**config.mk**
```make
export PLATFORM = sky130hd
export DESIGN_NAME = mem_txn_ctrl
export DESIGN_NICKNAME = d
export VERILOG_FILES = /design/src/rtl/mem_txn_ctrl.sv
export SDC_FILE = /design/constraint.sdc
export NUM_CORES = 1
export LEC_CHECK = 0
export ABC_CLOCK_PERIOD_IN_PS = 3100
export CORE_AREA = 2 2 92 94
export DETAILED_ROUTE_END_ITERATION = 10
export DIE_AREA = 0 0 94 96
export PLACE_DENSITY = 0.82
export SYNTH_ARGS = -nofsm -noshare
export SYNTH_HDL_FRONTEND = slang
export SYNTH_SLANG_ARGS = --single-unit
```
**constraint.sdc**
```tcl
create_clock -name clk -period 3.1 [get_ports clk]
set_input_delay 0.31 -clock clk [delete_from_list [all_inputs] [get_ports clk]]
set_output_delay 0.31 -clock clk [all_outputs]
set_load 0.02 [all_outputs]
```
**src/rtl/mem_txn_ctrl.sv**
```systemverilog
// rtl/mem_txn_ctrl.sv - queued single-port memory transaction controller
// Ports:
//   clk, rst_n        clock, asynchronous active-low reset
//   req_*             request in: valid/ready handshake, op, address, write data
//   rsp_*             read response out: valid/ready handshake, address, data
//   mem_*             memory port: read/write strobes, address, write data, read data
//   busy              request FIFO non-empty or a transaction in flight
//   txn_count         completed memory accesses, wraps modulo 2^16
module mem_txn_ctrl #(
  parameter int ADDR_W     = 5,
  parameter int DATA_W     = 8,
  parameter int FIFO_DEPTH = 4
) (
  input  logic              clk,
  input  logic              rst_n,
  input  logic              req_valid,
  output logic              req_ready,
  input  logic              req_write,
  input  logic [ADDR_W-1:0] req_addr,
  input  logic [DATA_W-1:0] req_wdata,
  output logic              rsp_valid,
  input  logic              rsp_ready,
  output logic [ADDR_W-1:0] rsp_addr,
  output logic [DATA_W-1:0] rsp_rdata,
  output logic              mem_read,
  output logic              mem_write,
  output logic [ADDR_W-1:0] mem_addr,
  output logic [DATA_W-1:0] mem_data_in,
  input  logic [DATA_W-1:0] mem_data_out,
  output logic              busy,
  output logic [15:0]       txn_count
);

  localparam int PTR_W = $clog2(FIFO_DEPTH);
  localparam int CNT_W = PTR_W + 1;
  localparam int ENT_W = 1 + ADDR_W + DATA_W;

  typedef enum logic [1:0] {
    IDLE   = 2'd0,
    ACCESS = 2'd1,
    RDWAIT = 2'd2,
    RESP   = 2'd3
  } state_t;

  // Request FIFO
  logic [ENT_W-1:0]  fifo_q [FIFO_DEPTH];
  logic [PTR_W-1:0]  wr_ptr_q, wr_ptr_d;
  logic [PTR_W-1:0]  rd_ptr_q, rd_ptr_d;
  logic [CNT_W-1:0]  count_q, count_d;
  logic              fifo_empty, fifo_full;
  logic              push, pop;
  logic              head_write;
  logic [ADDR_W-1:0] head_addr;
  logic [DATA_W-1:0] head_data;

  // Transaction FSM and its registered outputs
  state_t            state_q;
  logic              op_write_q;
  logic              mem_read_q, mem_write_q;
  logic [ADDR_W-1:0] mem_addr_q;
  logic [DATA_W-1:0] mem_data_q;
  logic              rsp_valid_q;
  logic [ADDR_W-1:0] rsp_addr_q;
  logic [DATA_W-1:0] rsp_rdata_q;
  logic [15:0]       txn_count_q;

  assign {head_write, head_addr, head_data} = fifo_q[rd_ptr_q];

  always_comb begin
    fifo_empty = (count_q == '0);
    fifo_full  = (count_q == CNT_W'(FIFO_DEPTH));
    // Ready comes only from the registered count, so a pop in the same
    // cycle never opens a slot early.
    push       = req_valid && !fifo_full;
    // The FSM only takes a new request while idle.
    pop        = (state_q == IDLE) && !fifo_empty;
    wr_ptr_d   = push ? wr_ptr_q + PTR_W'(1) : wr_ptr_q;
    rd_ptr_d   = pop  ? rd_ptr_q + PTR_W'(1) : rd_ptr_q;
    count_d    = count_q;
    if (push && !pop) begin
      count_d = count_q + CNT_W'(1);
    end else if (!push && pop) begin
      count_d = count_q - CNT_W'(1);
    end
  end

  // FIFO payload storage needs no reset: entries are only read when counted valid.
  always_ff @(posedge clk) begin
    if (push) begin
      fifo_q[wr_ptr_q] <= {req_write, req_addr, req_wdata};
    end
  end

  always_ff @(posedge clk or negedge rst_n) begin
    if (!rst_n) begin
      wr_ptr_q <= '0;
      rd_ptr_q <= '0;
      count_q  <= '0;
    end else begin
      wr_ptr_q <= wr_ptr_d;
      rd_ptr_q <= rd_ptr_d;
      count_q  <= count_d;
    end
  end

  always_ff @(posedge clk or negedge rst_n) begin
    if (!rst_n) begin
      state_q     <= IDLE;
      op_write_q  <= 1'b0;
      mem_read_q  <= 1'b0;
      mem_write_q <= 1'b0;
      mem_addr_q  <= '0;
      mem_data_q  <= '0;
      rsp_valid_q <= 1'b0;
      rsp_addr_q  <= '0;
      rsp_rdata_q <= '0;
      txn_count_q <= '0;
    end else begin
      case (state_q)
        IDLE: begin
          if (pop) begin
            op_write_q  <= head_write;
            mem_addr_q  <= head_addr;
            mem_data_q  <= head_data;
            mem_write_q <= head_write;
            mem_read_q  <= !head_write;
            state_q     <= ACCESS;
          end
        end
        ACCESS: begin
          // Strobes last exactly this one cycle; address/data stay parked.
          mem_read_q  <= 1'b0;
          mem_write_q <= 1'b0;
          txn_count_q <= txn_count_q + 16'd1;
          state_q     <= op_write_q ? IDLE : RDWAIT;
        end
        RDWAIT: begin
          // Memory returns data one cycle after the read strobe.
          rsp_rdata_q <= mem_data_out;
          rsp_addr_q  <= mem_addr_q;
          rsp_valid_q <= 1'b1;
          state_q     <= RESP;
        end
        RESP: begin
          if (rsp_ready) begin
            rsp_valid_q <= 1'b0;
            state_q     <= IDLE;
          end
        end
        default: begin
          state_q <= IDLE;
        end
      endcase
    end
  end

  assign req_ready   = !fifo_full;
  assign rsp_valid   = rsp_valid_q;
  assign rsp_addr    = rsp_addr_q;
  assign rsp_rdata   = rsp_rdata_q;
  assign mem_read    = mem_read_q;
  assign mem_write   = mem_write_q;
  assign mem_addr    = mem_addr_q;
  assign mem_data_in = mem_data_q;
  assign busy        = !fifo_empty || (state_q != IDLE);
  assign txn_count   = txn_count_q;

endmodule

```
==> impl_metrics.csv <==
group,metric,value,unit
outcome,status,"completed",
placed_design,place_congestion,0.721,
synthesis,syn_avg_cell_area,17.7,sq um
cells_and_area,nets,364,
floorplan,die_w,94,um
clock_network,clock-sinks,111,
global_routing,grt_pass1_vias,2369,
power,powerDensity,960,mW/mm^2
setup_path,r2r_slack,980,ps
cells_and_area,instances_no_fill,441,
synthesis,ys_top_cells_by_count,"edfxtp_1, dfrtp_1, mux2_2",
floorplan,start_util,0.549,
clock_network,ctsLongestPathBuffers,2,
setup_path,rr_worst_depth,9,
sta,post-route-period-util,0.685,
global_routing,grt_max_degree,34,
floorplan,placementRows,33,
synthesis,syn-num-nets,283,
setup_path,startpoint_type,"flop",
setup_path,path_max_fanout,6,
synthesis,synth_area_leaders,"edfxtp_1, dfrtp_1, mux2_2",
clock_network,clock_latency,380,ps
setup_path,critPathKind,"reg -> reg",
clock_network,htree_levels,3,
clock_network,cts-root-buf,"clkbuf_8",
setup_path,cp.arrival,2430,ps
sta,setup_viol,0,
detailed_routing,drtPass1Iterations,4,
sta,rsz0062_at_grt,"false",
sta,fmax,471,MHz
synthesis,synth-seq-cells,111,
setup_path,critPathBufInv,2,
cells_and_area,n_fill_cell,550,
cells_and_area,drive_above_1_share,0.185,
setup_path,critical-path-max-stage-delay,440,ps
detailed_routing,routedLengthMet1,3.36,mm
setup_path,r2r-start,"count_q[1]$_DFFE_PN0P_",
detailed_routing,ant_nets,0,
floorplan,core_area,0.00805,sq mm
setup_path,end_kind,"flop",
detailed_routing,wl_per_cell,17.0,um
placed_design,post-place-cells,424,
clock_network,clkTransAtPathRegs,100,ps
synthesis,yosysMostFrequentCell,"edfxtp_1",
sta,clock_skew,5.23,ps
synthesis,synth_top_area_cell,"edfxtp_1",
placed_design,port_buffers,72,
worst_hold_path,min_path_type,"reg -> reg",
floorplan,num_io_pins,73,
clock_network,cts_setup_buffers,0,
sta,max_slew.worst_pin.slew,812,ps
detailed_routing,wl_met3,305,um
synthesis,synth-seq-area-share,0.692,
detailed_routing,dr_total_vias,2361,
global_routing,grt_pass1_wl,11.8,mm
global_routing,antenna_found_initial,0,
power,leakage,2.11,nW
detailed_routing,routed_wl,7.51,mm
setup_path,startpoint,"count_q[1]$_DFFE_PN0P_",
global_routing,grt_overflow,0,
setup_path,cp.depth,9,
floorplan,die_area,0.00902,sq mm
detailed_routing,dr.first_iter.drc_count,109,
synthesis,yosysWarnings,0,
sta,hold_violations,0,
detailed_routing,top_layer,"met4",
cells_and_area,diodes,0,
synthesis,synth.distinct_cells,34,
synthesis,netlist_area,0.00442,sq mm
global_routing,grtUsageTotal,0.181,
cells_and_area,regArea,0.00306,sq mm
synthesis,netlist_instances,250,
placed_design,hpwl,5.03,mm
detailed_routing,drc_errors,0,
cells_and_area,multi_input_area,0.00128,sq mm
detailed_routing,routed_via_density,5.35,
clock_network,numCtsBuffers,9,
setup_path,r2r-end,"count_q[2]$_DFFE_PN0P_",
setup_path,cpLargestDelayFamily,"adder cells",
cells_and_area,areaGrowthSynthToFinish,23.3,%
sta,final_max_slew_viol_count,0,
power,irDropWorstVdd,0.545,mV
floorplan,die_height,96,um
setup_path,path_cells,"nor3_2, nor3_4, inv_1, ha_1, inv_1, fa_1, xor2_1, nor2_1, xor2_1",
setup_path,crit_end,"count_q[2]$_DFFE_PN0P_",
detailed_routing,route.met2.wl,3.71,mm
synthesis,synth.top_cell.area_share,0.380,
sta,period_needed,2120,ps
setup_path,required,3410,ps
setup_path,slowest_stage,"dfrtp_1",
synthesis,ys.flop_type,"edfxtp_1",
run,maxCapViolCount,0,
sta,fin_tns_setup,0,ps
synthesis,synthArstFlopShare,0.495,
synthesis,synth_edf_count,56,
clock_network,cts_tree,"yes",
sta,slew_headroom,0.459,
## worst reg2reg max path: stages, from the launching register on
cell     delay, ps
dfrtp_1        440
nor3_2         340
nor3_4          60
inv_1          170
ha_1           210
inv_1           60
fa_1           370
xor2_1         150
nor2_1         110
xor2_1         150
## routing by layer
layer | up-vias | track usage
met4 | 0 | 0.0797
met1 | 1203 | 0.239
met3 | 8 | 0.0352
met2 | 60 | 0.298
li1 | 1090 | -
met5 | - | 0
## state kept, by name, indices dropped and copies added (netlist names), named ones only
| name | cells |
|---|---|
| wr_ptr_q | 2 |
| state_q | 1 |
| mem_write | 1 |
| op_write_q | 1 |
| fifo_q | 56 |
| rd_ptr_q | 2 |
| mem_read | 1 |
| mem_data_in | 8 |
| mem_addr | 5 |
| txn_count | 16 |
| count_q | 3 |
| rsp_addr | 5 |
| rsp_rdata | 8 |
| rsp_valid | 1 |
## cell usage in the layout, fill, tap and decap left out, types with 2 or more instances in the layout
cell type,instances
mux2_2,21
nor2b_1,2
nand4_1,3
mux2_4,7
and3_1,6
clkbuf_8,10
inv_1,5
xnor2_1,17
buf_4,5
mux4_1,7
nor3_2,3
nor2_1,5
nand3_1,9
ha_1,6
clkdlybuf4s50_1,71
mux4_2,7
nand2b_1,2
xor2_1,4
edfxtp_1,56
dfrtp_1,55
nand2_1,16
inv_6,4
## worst min-delay path by stage
| stage | startpoint | endpoint | slack [ps] | cells after the start |
|---|---|---|---|---|
| global route | txn_count[15]$_DFFE_PN0P_ | txn_count[15]$_DFFE_PN0P_ | 520 | 1 |
| detailed placement | rst_n | txn_count[11]$_DFFE_PN0P_ | 410 | 1 |
| floorplan | rst_n | async pin | 10 | 0 |
| global placement | rst_n | txn_count[11]$_DFFE_PN0P_ | 400 | 1 |
| CTS | op_write_q$_DFFE_PN0P_ | flop | 470 | 1 |
| finish | op_write_q$_DFFE_PN0P_ | flop | 470 | 1 |
## power breakdown
group / total [mW] / switching, mW / internal (mW)
clock: 0.873 / 0.497 / 0.376
sequential: 2.34 / 0.316 / 2.02
combinational: 2.02 / 0.932 / 1.09
## cells by family after synthesis
logic type | after synthesis | share of synthesized area
DFF | 111 | 0.692
and+or+nand+nor | 52 | 0.0654
muxes | 42 | 0.155
xor gates and xnor gates | 21 | 0.0416
buffers and inverters | 13 | 0.0195
adders and majority gates | 7 | 0.0215
AOI/OAI and AO/OA | 4 | 0.00566
## repair_timing
action | 4_1_cts | 5_1_grt
setup endpoints to repair | 0 | 0
hold buffers | 1 | 0
hold endpoints to repair | 6 | 0
resized for setup | 0 | 0
## layout make-up
class,instances,share of cell area
Clock buffer,11,0.0298
Timing Repair Buffer,78,0.140
Sequential cell,111,0.561
Inverter,5,0.00344
Clock inverter,5,0.00757
Multi-Input combinational cell,126,0.234
Tap cell,105,0.0241
## through the flow
step	setup WS (ps)	hold WS [ps]	cell area, sq um	total power [mW]	util
floorplan	1080	14.4	4420	3.66	-
global placement	948	402	5240	4.34	0.651
detailed placement	896	407	5240	4.42	0.651
CTS	952	471	5450	5.28	0.677
global route	760	517	5450	5.53	0.677
finish	977	468	5450	5.23	0.677
(Power assumes the default switching activity.)
